$ cat config.mk
export PLATFORM = sky130hd
export DESIGN_NAME = paint_controller
export DESIGN_NICKNAME = d
export VERILOG_FILES = /design/src/rtl/paint_controller.sv
export SDC_FILE = /design/constraint.sdc
export NUM_CORES = 1
export LEC_CHECK = 0
export ABC_CLOCK_PERIOD_IN_PS = 2800
export CORE_MARGIN = 1
export CORE_UTILIZATION = 40
export DETAILED_ROUTE_END_ITERATION = 12
export PLACE_DENSITY = 0.67
export SLEW_MARGIN = 25
export SYNTH_ARGS = -nofsm -noshare
export SYNTH_HDL_FRONTEND = slang
export SYNTH_SLANG_ARGS = --single-unit
$ cat constraint.sdc
create_clock -name clk -period 2.8 [get_ports clk]
set_input_delay 0.56 -clock clk [delete_from_list [all_inputs] [get_ports clk]]
set_output_delay 0.56 -clock clk [all_outputs]
set_load 0.005 [all_outputs]
$ cat src/rtl/paint_controller.sv
// -----------------------------------------------------------------------------
// paint_controller
//
// Cursor and brush controller for a 160x120 VGA paint canvas. On each
// move-rate tick the cursor steps one pixel in the requested direction,
// saturating at the configured bounds. If the pen or eraser is active, a 1x1
// or 3x3 brush footprint is then plotted around the new cursor. A clear
// request blanks the whole frame one pixel per cycle.
//
// Ports
//   clk        system clock, all state changes on its rising edge
//   reset      asynchronous, active-high reset
//   tick       one-cycle move-rate strobe (dropped while busy)
//   btn_*      active-high direction requests (already synchronised)
//   pen_down   paint colour_in at the cursor on each accepted tick
//   erase      paint colour 000 at the cursor on each accepted tick
//   colour_in  brush colour
//   brush_big  0 = 1x1 brush, 1 = 3x3 brush
//   clear_req  blank the full frame (held pending if it arrives mid-draw)
//   x, y       pixel address to the VGA adapter
//   colour     pixel colour to the VGA adapter
//   plot       pixel write strobe, one pixel per cycle while high
//   busy       high whenever a draw or clear sequence is in progress
//   cursor_x/y current cursor position
// -----------------------------------------------------------------------------
module paint_controller #(
    parameter logic [7:0] X_MIN  = 8'd10,
    parameter logic [7:0] X_MAX  = 8'd150,
    parameter logic [6:0] Y_MIN  = 7'd10,
    parameter logic [6:0] Y_MAX  = 7'd110,
    parameter logic [7:0] X_HOME = 8'd80,
    parameter logic [6:0] Y_HOME = 7'd60
) (
    input  logic       clk,
    input  logic       reset,
    input  logic       tick,
    input  logic       btn_up,
    input  logic       btn_down,
    input  logic       btn_left,
    input  logic       btn_right,
    input  logic       pen_down,
    input  logic       erase,
    input  logic [2:0] colour_in,
    input  logic       brush_big,
    input  logic       clear_req,
    output logic [7:0] x,
    output logic [6:0] y,
    output logic [2:0] colour,
    output logic       plot,
    output logic       busy,
    output logic [7:0] cursor_x,
    output logic [6:0] cursor_y
);

    localparam logic [7:0] FRAME_X_LAST = 8'd159;
    localparam logic [6:0] FRAME_Y_LAST = 7'd119;

    typedef enum logic [1:0] {
        IDLE  = 2'd0,
        DRAW  = 2'd1,
        CLEAR = 2'd2
    } state_t;

    state_t     state_q, state_d;
    logic [7:0] cursor_x_q, cursor_x_d;
    logic [6:0] cursor_y_q, cursor_y_d;
    logic [7:0] x_q, x_d;
    logic [6:0] y_q, y_d;
    logic [2:0] colour_q, colour_d;
    logic       plot_q, plot_d;
    logic       busy_q, busy_d;
    logic       pending_q, pending_d;   // clear requested while drawing
    logic       big_q, big_d;           // brush size latched for this draw
    logic [1:0] col_q, col_d;           // 3x3 brush column offset 0..2
    logic [1:0] row_q, row_d;           // 3x3 brush row offset 0..2
    logic [7:0] next_cx;
    logic [6:0] next_cy;

    always_comb begin
        // NOTE: every variable gets a default before the case so no path leaves it unassigned (no latch).
        state_d    = state_q;
        cursor_x_d = cursor_x_q;
        cursor_y_d = cursor_y_q;
        x_d        = x_q;
        y_d        = y_q;
        colour_d   = colour_q;
        plot_d     = 1'b0;
        pending_d  = pending_q;
        big_d      = big_q;
        col_d      = col_q;
        row_d      = row_q;
        next_cx    = cursor_x_q;
        next_cy    = cursor_y_q;

        case (state_q)
            IDLE: begin
                if (clear_req || pending_q) begin
                    state_d   = CLEAR;
                    pending_d = 1'b0;
                    x_d       = 8'd0;
                    y_d       = 7'd0;
                    colour_d  = 3'b000;
                    plot_d    = 1'b1;
                end else if (tick) begin
                    // Opposing buttons cancel; saturation is a compare, not a clamp,
                    // so the unsigned arithmetic can never wrap.
                    if (btn_left && !btn_right && cursor_x_q > X_MIN)
                        next_cx = cursor_x_q - 8'd1;
                    else if (btn_right && !btn_left && cursor_x_q < X_MAX)
                        next_cx = cursor_x_q + 8'd1;
                    if (btn_up && !btn_down && cursor_y_q > Y_MIN)
                        next_cy = cursor_y_q - 7'd1;
                    else if (btn_down && !btn_up && cursor_y_q < Y_MAX)
                        next_cy = cursor_y_q + 7'd1;
                    cursor_x_d = next_cx;
                    cursor_y_d = next_cy;

                    if (pen_down || erase) begin
                        // First brush pixel is registered on the accepting edge so
                        // plot rises in the very next cycle.
                        state_d  = DRAW;
                        colour_d = erase ? 3'b000 : colour_in;
                        big_d    = brush_big;
                        col_d    = 2'd0;
                        row_d    = 2'd0;
                        x_d      = brush_big ? next_cx - 8'd1 : next_cx;
                        y_d      = brush_big ? next_cy - 7'd1 : next_cy;
                        plot_d   = 1'b1;
                    end
                end
            end

            DRAW: begin
                if (clear_req)
                    pending_d = 1'b1;
                if (!big_q || (col_q == 2'd2 && row_q == 2'd2)) begin
                    state_d = IDLE;
                    col_d   = 2'd0;
                    row_d   = 2'd0;
                end else begin
                    plot_d = 1'b1;
                    if (col_q == 2'd2) begin
                        col_d = 2'd0;
                        row_d = row_q + 2'd1;
                    end else begin
                        col_d = col_q + 2'd1;
                    end
                    // NOTE: blocking assignments in always_comb let col_d/row_d be reused right after they are set.
                    x_d = cursor_x_q - 8'd1 + {6'd0, col_d};
                    y_d = cursor_y_q - 7'd1 + {5'd0, row_d};
                end
            end

            CLEAR: begin
                if (x_q == FRAME_X_LAST && y_q == FRAME_Y_LAST) begin
                    state_d = IDLE;
                end else begin
                    plot_d = 1'b1;
                    if (x_q == FRAME_X_LAST) begin
                        x_d = 8'd0;
                        y_d = y_q + 7'd1;
                    end else begin
                        x_d = x_q + 8'd1;
                    end
                end
            end

            default: state_d = IDLE;
        endcase

        busy_d = (state_d != IDLE);
    end

    // NOTE: sequential state uses non-blocking assignments so every flop samples pre-edge values.
    always_ff @(posedge clk or posedge reset) begin
        if (reset) begin
            state_q    <= IDLE;
            cursor_x_q <= X_HOME;
            cursor_y_q <= Y_HOME;
            x_q        <= 8'd0;
            y_q        <= 7'd0;
            colour_q   <= 3'b000;
            plot_q     <= 1'b0;
            busy_q     <= 1'b0;
            pending_q  <= 1'b0;
            big_q      <= 1'b0;
            col_q      <= 2'd0;
            row_q      <= 2'd0;
        end else begin
            state_q    <= state_d;
            cursor_x_q <= cursor_x_d;
            cursor_y_q <= cursor_y_d;
            x_q        <= x_d;
            y_q        <= y_d;
            colour_q   <= colour_d;
            plot_q     <= plot_d;
            busy_q     <= busy_d;
            pending_q  <= pending_d;
            big_q      <= big_d;
            col_q      <= col_d;
            row_q      <= row_d;
        end
    end

    assign x        = x_q;
    assign y        = y_q;
    assign colour   = colour_q;
    assign plot     = plot_q;
    assign busy     = busy_q;
    assign cursor_x = cursor_x_q;
    assign cursor_y = cursor_y_q;

endmodule

**Word level (Yosys, flattened, before mapping)**

Cells that the tools add are included.

- Register bits after elaboration: 43
- Output and inout port bits: 35
- Word-level logic and storage cells: 134

- Add/sub/neg operators: 12
- Magnitude comparators: 4
- Equality and inequality tests: 16
- Multiplexer cells: 58
- Bitwise operators: 1
- Reductions and logical operators: 31

Operators by type and width:

| kind | count |
|---|---|
| $mux 8 | 12 |
| $mux 7 | 12 |
| $mux 2 | 16 |
| $pmux 8 s3 | 1 |
| $pmux 7 s3 | 1 |
| $add 8x1->8 const B | 2 |
| $ne 2x2->1 const B | 8 |
| $sub 8x1->8 const B | 2 |
| $add 7x1->7 const B | 2 |
| $sub 7x1->7 const B | 2 |
| $mux 3 | 4 |
| $logic_and 1x1->1 | 10 |
| $reduce_and 3->1 | 3 |
| $add 8x2->8 | 1 |
| $eq 8x8->1 const B | 1 |
| $gt 8x4->1 const B | 1 |
| $lt 8x8->1 const B | 1 |
| $pmux 2 s2 | 2 |
| $reduce_and 4->1 | 2 |
| $reduce_bool 2->1 | 4 |
| $add 7x2->7 | 1 |
| $eq 7x7->1 const B | 1 |
| $gt 7x4->1 const B | 1 |
| $lt 7x7->1 const B | 1 |
| 15 further kinds | 31 |

**Logic depth before layout (Yosys ltp)**

Gate-level depths: netlist of run 1.

- Depth after elaboration: 14
- Gate-level depth with buffers: 13

**Least setup slack after synthesis of run 1**

No wires, ideal clock.

- Path type: register -> register
- From: reg cursor_y_q[6], in the netlist cursor_y[6]
- To: reg y_q[4], in the netlist y[4]
- Arrival: 2.712 ns
- Data required time: 2.674 ns
- Slack: -0.038 ns
- Stages on the path, launching flop included: 13
- Buffers on the path: 1
- Cells stage by stage: dfrtp_1 -> buf_6 -> or3_4 -> and2_2 -> or2_2 -> a211o_1 -> o21ai_1 -> ha_1 -> nand2_1 -> a21oi_2 -> nand2_1 -> xor2_1 -> a221o_1

- Word-level cells in the longest chain between the ends: 13
- Elaborated cells between the ends (all ways): 15
- Those cells by class: add/sub (1); order compare (2); mux (10); reduce/logical (2)

RTL lines:

| what | RTL line | source |
|---|---|---|
| start: declaration | 66 | `logic [6:0] cursor_y_q, cursor_y_d;` |
| start signal: assignment | 192 | `cursor_y_q <= cursor_y_d;` |
| $lt 7x7->1 | 113 | `else if (btn_down && !btn_up && cursor_y_q < Y_MAX)` |
| $logic_and 1x1->1 | 113 |  |
| $mux 7 | 113 |  |
| $mux 7 (*) | 111 | `if (btn_up && !btn_down && cursor_y_q > Y_MIN)` |
| $mux 7 (*) | 104 | `end else if (tick) begin` |
| $mux 7 (*) | 97 | `if (clear_req \|\| pending_q) begin` |
| $mux 7 (*) | 95 | `case (state_q)` |
| $sub 7x1->7 | 127 | `y_d = brush_big ? next_cy - 7'd1 : next_cy;` |
| $mux 7 (*) | 127 |  |
| $mux 7 (*) | 118 | `if (pen_down \|\| erase) begin` |
| $mux 7 (*) | 104 |  |
| $mux 7 (*) | 97 |  |
| $pmux 7 s3 (*) | 95 |  |
| end signal: assignment | 194 | `y_q <= y_d;` |
| end: declaration | 68 | `logic [6:0] y_q, y_d;` |

Mark *: on every way between the ends. The rest lies on a longest branch, timed or not. The select of a mux whose other input is x is not followed.
A chain may end at the register's enable or synchronous reset.

**Worst setup path after layout of run 1**

- From: reg col_q[0]
- To: reg y_q[6], in the netlist y[6]

- Word-level cells in the longest chain between the ends: 7
- Elaborated cells between the ends (all ways): 11
- Those cells by class: add/sub (1); eq/ne (2); mux (5); reduce/logical (3)

RTL lines:

| what | RTL line | source |
|---|---|---|
| start: declaration | 74 | `logic [1:0] col_q, col_d;` |
| start signal: assignment | 200 | `col_q <= col_d;` |
| $eq 2x2->1 (*) | 136, 142 |  |
| $mux 2 | 142 | `if (col_q == 2'd2) begin` |
| $mux 2 | 136 | `if (!big_q \|\| (col_q == 2'd2 && row_q == 2'd2)) begin` |
| $mux 2 | 95 |  |
| $add 7x2->7 | 150 | `y_d = cursor_y_q - 7'd1 + {5'd0, row_d};` |
| $mux 7 | 136 |  |
| $pmux 7 s3 | 95 |  |

Marked as above.

==> impl_metrics.toml, run 1 <==
[cts]
worstSkewPairLatency_ns = 0.30
clk_path_buf_depth = 2
cts_tree = "built"
htree_levels = 2
cts_buffers = 5
clockRootBuffer = "clkbuf_8"
clkTransAtPathRegs_ns = 0.09
numClockSinks = 43
cts_hold_buffers = 0

[synthesis]
ys_types = 74
netlist_area_sq_mm = 0.003891
syn_avg_cell_area_sq_um = 8.209
synthCells = 474
yosysSeqAreaShare_pct = 27.85
synth_warnings = 0
synthFlopType = "dfrtp_1"
synth_nets = 508
ys_ff_latch = 43
async_flop_share_pct = 100.0
synth_edf_count = 0

[cells_and_area]
diodes = 0
final_net_count = 586
fill_cells = 884
synthToLayoutAreaGrowth_pct = 26.33
drive_gt1_share_pct = 16.64
final_cell_count_no_fill = 682
final_cell_mix = "nand2_1 (49), clkdlybuf4s50_1 (47), buf_4 (45), o21ai_0 (39)"
layout_commonest_cell = "nand2_1"
multi_input_area_sq_mm = 0.002654
regArea_sq_mm = 0.001085
fin_util_pct = 52.70

[power_and_ir_drop]
power_frac_comb_pct = 67.3
intPower_uw = 2382
p_switching_uw = 2082
power.share.sequential_pct = 23.7
vdd.ir_drop.worst_v = 0.0003337
p_leak_uw = 0.001996
clkPwrFrac_pct = 9.0
switching_share_pct = 46.63
power.density_mw_per_mm2 = 908.0

[sta]
skew_ns = 0.01517
tightest_slew_ns = 0.7768
drv_slew = 0
period_minus_slack_ns = 2.676
max_freq_ghz = 0.3738
rsz0062_at_grt = "no"
hold_viol = 0
fin_crit_sh_pct = 95.56
setup_viol = 0
relSlewSlack_pct = 47.89
whs_ns = 0.4972
setup_slack_ns = 0.1245
fin_tns_setup_ns = 0

[min_path]
min_path_type = "register to register"

[global_route]
grt_pass1_wl_mm = 17.96
grt_busiest_layer = "met2"
overflow = 0
track_usage_pct = 22.10
grt_max_degree = 25
globalRouteMet3Util_pct = 3.259
met2_usage_pct = 36.46
gr-usage-met1_pct = 31.01
grt_pass1_vias = 3660
grt_antenna_before_repair = 0

[floorplan]
fp.dieArea_sq_mm = 0.01013
die_height_um = 100.6
core_region_area_sq_mm = 0.009328
row_count = 35
initial_core_util_pct = 41.72
die_x_um = 100.6
ioPinCount = 49

[worst_setup_path]
cp_slowest_cell = "dfrtp_1"
cp-start-kind = "register"
critPathCaptureType = "register"
critical_path_class = "register to register"
cp_cell_sequence = "nand2b_4 -> xnor2_1 -> ha_1 -> fa_1 -> buf_4 -> nand3b_1 -> o32ai_1 -> mux2i_1 -> xnor2_1 -> o32a_1 -> o21ai_0 -> a21o_1"
arrival_ns = 2.88
critPathRequiredTime_ns = 3.00
critPathMaxFanout = 4
path_common_cell = "xnor2_1"
max_stage_delay_ns = 0.42

[placed_design]
dp_slack_ns = -0.2864
gp_congestion = 0.9100
dp_hpwl_mm = 8.244
portBuffers = 48
dp_cells = 674

[routing]
wl_per_cell_um = 15.65
postRouteAntennaNets = 0
vias = 3855
drc = 0
drt_wl_total_mm = 10.68
via_per_inst = 5.652
drt-initial-drc-count = 187
first_pass_iters = 5

[job]
maxCapViolCount = 0

[run_status]
status = "completed"
==> path summary, 6_finish.rpt <==
check,start,to,slack [ns],cells past startpoint
max,col_q[0]$_DFFE_PP0P_,y[6]$_DFFE_PP0P_,0.12,12
max in group asynchronous,reset,cursor_y[3]$_DFFE_PP1P_,1.58,3
min,colour[1]$_DFFE_PP0P_,colour[1]$_DFFE_PP0P_,0.50,2
min reg2reg,colour[1]$_DFFE_PP0P_,colour[1]$_DFFE_PP0P_,0.50,2
min in group asynchronous,reset,state_q[0]$_DFF_PP0_,0.60,2
max reg2reg,col_q[0]$_DFFE_PP0P_,y[6]$_DFFE_PP0P_,0.12,12
==> worst max-delay path, delay by kind of cell, from the launching register on <==
kind                       cells  cell delay [ns]
AOI/OAI and AO/OA              4             0.54
buffers and inverters          1             0.15
adders and majority gates      2             0.63
DFF                            1             0.42
muxes                          1             0.15
and+or+nand+nor                2             0.27
xor gates and xnor gates       2             0.42
==> flip-flops by register name, indices dropped and copies added (netlist names) <==
| register | flops |
|---|---|
| row_q | 2 |
| state_q | 2 |
| pending_q | 1 |
| x | 8 |
| col_q | 2 |
| y | 7 |
| colour | 3 |
| big_q | 1 |
| cursor_x | 8 |
| busy | 1 |
| cursor_y | 7 |
| plot | 1 |
==> area by class of cell <==
class / instances / share of cell area, %
Tap cell: 129 / 3.283
Timing Repair Buffer: 94 / 17.10
Multi-Input combinational cell: 384 / 53.98
Inverter: 24 / 1.833
Clock buffer: 6 / 1.476
Sequential cell: 43 / 22.07
Clock inverter: 2 / 0.2545
==> routing by layer <==
layer / share of wire [%] / vias to the layer above
met5: 0 / -
met4: 0.53 / 0
met3: 5.5 / 4
met2: 47 / 125
met1: 47 / 1835
li1: - / 1891
==> power by group through the flow <==
stage | registers (uW) | clock network (uW) | logic (uW)
2_1_floorplan | 1040 | 0 | 1880
3_3_place_gp | 1050 | 0 | 2910
3_5_place_dp | 1060 | 0 | 2950
4_1_cts | 1050 | 420 | 2970
5_1_grt | 1090 | 442 | 3320
6_report | 1060 | 403 | 3000
==> timing repair <==
item / in CTS / in global routing
gates resized for setup: 0 / 11
setup endpoints to repair: 0 / 5
setup buffers: 0 / 0
==> cell usage after synthesis (7+ instances only) <==
master	n	share of area, %
nand2_1	49	4.7
o21ai_0	41	5.3
dfrtp_1	37	24
nor2_1	36	3.5
xnor2_1	29	6.5
inv_1	24	2.3
a21oi_1	19	2.4
ha_1	18	5.8
clkbuf_1	17	1.6
nand3_1	15	1.9
xor2_1	12	2.7
nor3_1	11	1.4
nand4_1	8	1.3
nor3b_1	8	1.5
a22oi_1	7	1.4
and3_1	7	1.1
nand2b_1	7	1.1
==> through the flow <==
step,power (uW),instance area (sq um)
finish,4463,4916
global route,4842,4916
floorplan,2919,3901
global placement,3960,4798
CTS,4442,4883
detailed placement,4013,4798
==> cell families after synthesis <==
group / share of synthesized area (%)
AO/OA/AOI/OAI: 24.89
XOR/XNOR: 9.228
adder cells (fa/ha/maj): 6.817
buffers and inverters: 4.952
flip-flops: 27.85
multiplexers: 2.765
AND/OR/NAND/NOR: 23.51
No activity file was read; power rests on OpenSTA's default activity.
==> inputs of run 2 (changes only) <==
--- a/config.mk
+++ b/config.mk
@@ -6,7 +6,7 @@
 export NUM_CORES = 1
 export LEC_CHECK = 0
 export ABC_CLOCK_PERIOD_IN_PS = 2800
-export CORE_MARGIN = 1
+export CORE_MARGIN = 3
 export CORE_UTILIZATION = 40
 export DETAILED_ROUTE_END_ITERATION = 12
 export PLACE_DENSITY = 0.67
@@ -14,3 +14,4 @@
 export SYNTH_ARGS = -nofsm -noshare
 export SYNTH_HDL_FRONTEND = slang
 export SYNTH_SLANG_ARGS = --single-unit
+export TNS_END_PERCENT = 10
==> impl_metrics.toml, run 2 (same netlist as run 1, synthesis figures left out) <==
[run_status]
status = "completed"

[sta]
relSlewSlack_pct = 60.05
hold_viol = 0
tightest_slew_ns = 0.5917
fin_tns_setup_ns = 0
drv_slew = 0
setup_viol = 0
whs_ns = 0.4856
period_minus_slack_ns = 2.721
fin_crit_sh_pct = 97.18
skew_ns = 0.008935
rsz0062_at_grt = "yes"
max_freq_ghz = 0.3675

[worst_setup_path]
critPathCaptureType = "register"
critPathRequiredTime_ns = 2.99
cp-start-kind = "input port"
critPathMaxFanout = 3
r2r_cells = 11
critical_path_class = "input port to register"
arrival_ns = 2.92

[global_route]
grt_antenna_before_repair = 0
track_usage_pct = 19.62
grt_pass1_wl_mm = 18.02
grt_pass1_vias = 3685
grt_max_degree = 35
overflow = 0

[routing]
drc = 0
postRouteAntennaNets = 0
vias = 3860
wl_per_cell_um = 15.79
via_per_inst = 5.619
drt_wl_total_mm = 10.85
first_pass_iters = 5
drt-initial-drc-count = 153

[floorplan]
initial_core_util_pct = 41.72
die_x_um = 104.6
fp.dieArea_sq_mm = 0.01095
die_height_um = 104.6
ioPinCount = 49
core_region_area_sq_mm = 0.009328
row_count = 35

[job]
maxCapViolCount = 0

[power_and_ir_drop]
power.density_mw_per_mm2 = 939.7
p_leak_uw = 0.002042
vdd.ir_drop.worst_v = 0.0003464
total_power_uw = 4711

[cells_and_area]
final_cell_mix = "buf_4 (50), nand2_1 (49), clkdlybuf4s50_1 (48), o21ai_0 (39), dfrtp_1 (37)"
fill_cells = 899
layout_commonest_cell = "buf_4"
diodes = 0
synthToLayoutAreaGrowth_pct = 28.84
multi_input_area_sq_mm = 0.002670
drive_gt1_share_pct = 18.28
regArea_sq_mm = 0.001084
final_net_count = 591

[cts]
cts_hold_buffers = 0
cts_tree = "built"
htree_levels = 2
numClockSinks = 43
clockRootBuffer = "clkbuf_8"
cts_buffers = 5
clk_path_buf_depth = 2
worstSkewPairLatency_ns = 0.30
clkTransAtPathRegs_ns = 0.09

[placed_design]
dp_hpwl_mm = 8.223
gp_congestion = 0.9296
portBuffers = 48

[min_path]
min_path_type = "input port to asynchronous set/reset pin"
run 2: path summary, 6_finish.rpt:
kind	slack (ns)	end	start
worst max-delay path	0.08	y[4]$_DFFE_PP0P_	btn_up
worst min-delay path	0.49	y[0]$_DFFE_PP0P_	reset
worst max register to register	0.11	y[4]$_DFFE_PP0P_	cursor_y[5]$_DFFE_PP1P_
worst min register to register	0.49	colour[0]$_DFFE_PP0P_	colour[0]$_DFFE_PP0P_
max in group asynchronous	1.75	cursor_y[3]$_DFFE_PP1P_	reset
min in group clk	0.49	colour[0]$_DFFE_PP0P_	colour[0]$_DFFE_PP0P_
run 2: layout make-up:
type	count	share of cell area (%)
multi-input combinational	384	53.26
sequential	43	21.61
timing repair buffer	99	17.47
tap	129	3.219
inverter	24	1.797
clock buffer	6	1.447
clock inverter	2	1.198
run 2: metrics by stage:
step / std cells / cell area, sq um / setup slack (ns) / utilization (%)
finish: 687 / 5014 / 0.07894 / 53.75
global route: 687 / 5014 / -0.04866 / 53.75
CTS: 686 / 4961 / 0.03515 / 53.19
detailed placement: 678 / 4828 / -0.2698 / 51.76
global placement: 678 / 4828 / -0.2056 / 51.76
floorplan: 474 / 3901 / 0.03498 / -
run 2: metal layers:
layer	part of all wire (%)	track usage (%)	vias to the layer above
met1	48	28.09	1834
li1	-	-	1903
met3	4.7	3.768	15
met2	45	30.35	108
met4	1.8	5.248	0
met5	0	0	-
run 2: what timing repair did:
| item | CTS | global route |
|---|---|---|
| buffers inserted | 0 | 1 |
| resized for setup | 0 | 14 |
| hold endpoints to repair | 0 | 0 |
| endpoints found under the setup margin | 0 | 6 |
run 2: where the power goes:
| group | total (uW) | internal [uW] | switching, uW |
|---|---|---|---|
| Clock | 589 | 357 | 232 |
| Sequential | 1050 | 828 | 224 |
| Combinational | 3070 | 1420 | 1650 |
| Total | 4710 | 2600 | 2110 |
run 2: worst max-delay path: stages:
cell,delay [ns]
clkdlybuf4s50_1,0.42
nor2b_2,0.18
and2_4,0.14
or2_2,0.31
a211o_1,0.25
o21ai_2,0.09
ha_2,0.19
nand2_1,0.07
a21oi_2,0.18
nand2_1,0.08
xor2_1,0.16
a221o_1,0.30
==> inputs of run 3 (changes only) <==
--- a/config.mk
+++ b/config.mk
@@ -7,9 +7,9 @@
 export LEC_CHECK = 0
 export ABC_CLOCK_PERIOD_IN_PS = 2800
 export CORE_MARGIN = 3
-export CORE_UTILIZATION = 40
+export CORE_UTILIZATION = 51
 export DETAILED_ROUTE_END_ITERATION = 12
-export PLACE_DENSITY = 0.67
+export PLACE_DENSITY = 0.81
 export SLEW_MARGIN = 25
 export SYNTH_ARGS = -nofsm -noshare
 export SYNTH_HDL_FRONTEND = slang
==> impl_metrics.toml, run 3 (same netlist as run 1, synthesis figures left out) <==
[power_and_ir_drop]
p_leak_uw = 0.001989
power.density_mw_per_mm2 = 966.7
vdd.ir_drop.worst_v = 0.0004526

[worst_setup_path]
max_stage_delay_ns = 0.41
cp-start-kind = "input port"
critPathBufInv = 1
cp_cell_sequence = "clkdlybuf4s50_1 -> nor2b_1 -> and2_4 -> or2_2 -> a211o_1 -> o21ai_2 -> ha_1 -> nand2_1 -> a21oi_2 -> nand2_1 -> xor2_1 -> a221o_1"
path_common_cell = "nand2_1"
arrival_ns = 2.96
critical_path_class = "input port to register"
critPathRequiredTime_ns = 3.00
critPathCaptureType = "register"
cp_slowest_cell = "clkdlybuf4s50_1"
cp_top_family = "compound AO/OA/AOI/OAI gates"
critPathMaxFanout = 4

[cts]
clkTransAtPathRegs_ns = 0.09
worstSkewPairLatency_ns = 0.31
clockRootBuffer = "clkbuf_8"
cts_buffers = 5
numClockSinks = 43
post-cts-setup-buffers = 0
clk_path_buf_depth = 2
cts_tree = "built"
htree_levels = 2

[routing]
first_pass_iters = 5
vias = 3997
drc = 0
drt-initial-drc-count = 288
postRouteAntennaNets = 0
via_per_inst = 6.178
drt_wl_total_mm = 11.37
wl_per_cell_um = 17.57

[floorplan]
ioPinCount = 49
fp.dieArea_sq_mm = 0.008714
initial_core_util_pct = 53.08
core_region_area_sq_mm = 0.007331
row_count = 31
die_x_um = 93.35
die_height_um = 93.35

[sta]
drv_slew = 0
period_minus_slack_ns = 2.762
rsz0062_at_grt = "yes"
skew_ns = 0.005258
setup_viol = 0
fin_crit_sh_pct = 98.66
max_freq_ghz = 0.3620
hold_viol = 0
tightest_slew_ns = 0.6248
relSlewSlack_pct = 58.05

[job]
maxCapViolCount = 0

[placed_design]
dp_hpwl_mm = 8.206
gp_congestion = 0.9217
portBuffers = 48
placed_cell_area_sq_mm = 0.004711

[cells_and_area]
fin_util_pct = 66.58
layout_commonest_cell = "nand2_1"
multi_input_area_sq_mm = 0.002663
drive_gt1_share_pct = 16.42
final_net_count = 581
fill_cells = 572
synthToLayoutAreaGrowth_pct = 25.43
diodes = 0
regArea_sq_mm = 0.001084
final_cell_mix = "nand2_1 (49), clkdlybuf4s50_1 (48), buf_4 (41), o21ai_0 (38), dfrtp_1 (37)"
design_area_sq_mm = 0.004881

[global_route]
track_usage_pct = 26.39
grt_max_degree = 44
grt_pass1_wl_mm = 18.67
grt_pass1_vias = 3886
grt_antenna_before_repair = 0
overflow = 0

[run_status]
status = "completed"

[min_path]
min_path_type = "register to register"
-- run 3: cell types whose count changed in the layout (fill, tap and decap cells not counted), sizes merged --
cell / before / now
buf: 51 / 41
-- run 3: layer usage --
layer,part of all wire (%),routed length (um),GRT usage [%],up-vias
met4,2.5,280,7.204,0
met5,0,0,0,-
met2,48,5473,44.97,224
li1,-,-,-,1881
met3,8.0,914,4.264,33
met1,41,4700,34.57,1859
-- run 3: worst register-to-register path, cell delays in order (launching register included) --
cell and delay, ns:
dfrtp_1 0.39, or3_4 0.41, and2_4 0.17, or2_2 0.32, a211o_1 0.29, o21ai_2 0.07
ha_1 0.16, nand2_1 0.08, a21oi_2 0.16, nand2_1 0.10, xor2_1 0.17, a221o_1 0.33
-- run 3: final cells by class --
class                   count  share of cell area [%]
flip-flops and latches     43                   22.20
inverters                  24                   1.846
clock inverters             2                   1.230
repair buffers             89                   16.15
well taps                  99                   2.538
clock buffers               6                   1.487
multi-input cells         384                   54.55
-- run 3: metrics by stage --
step           total power (uW)  cells  hold slack, ns  worst slack [ns]  setup TNS [ns]
2_1_floorplan              2919    474          0.4733           0.03498               0
3_3_place_gp               3890    639          0.4626           -0.1882         -0.3771
3_5_place_dp               4001    639          0.4796           -0.2836         -0.7272
4_1_cts                    4626    647          0.4996          0.001748               0
5_1_grt                    5089    647          0.5395          -0.03554        -0.07430
6_report                   4718    647          0.4979           0.03766               0
-- run 3: path summary, 6_finish.rpt --
check / cells after the start / slack, ns / to / from
setup / recovery: 12 / 0.04 / y[4]$_DFFE_PP0P_ / btn_up
hold / removal: 2 / 0.50 / colour[0]$_DFFE_PP0P_ / colour[0]$_DFFE_PP0P_
setup reg to reg: 11 / 0.06 / y[4]$_DFFE_PP0P_ / cursor_y[6]$_DFFE_PP0P_
hold reg to reg: 2 / 0.50 / colour[0]$_DFFE_PP0P_ / colour[0]$_DFFE_PP0P_
max in group asynchronous: 3 / 1.70 / cursor_x[7]$_DFFE_PP0P_ / reset
min in group asynchronous: 3 / 0.71 / y[3]$_DFFE_PP0P_ / reset
-- run 3: repair_timing --
action / in CTS / in global routing
hold buffers: 0 / 0
endpoints found under the setup margin: 0 / 6
resized for setup: 0 / 12
-- run 3: report_power, final --
| group | leakage, uW | internal, uW | switching, uW | total, uW |
|---|---|---|---|---|
| logic | 0.00137 | 1370 | 1680 | 3050 |
| clock network | 0.0000654 | 357 | 246 | 603 |
| registers | 0.000552 | 828 | 235 | 1060 |
| total | 0.00199 | 2550 | 2170 | 4720 |
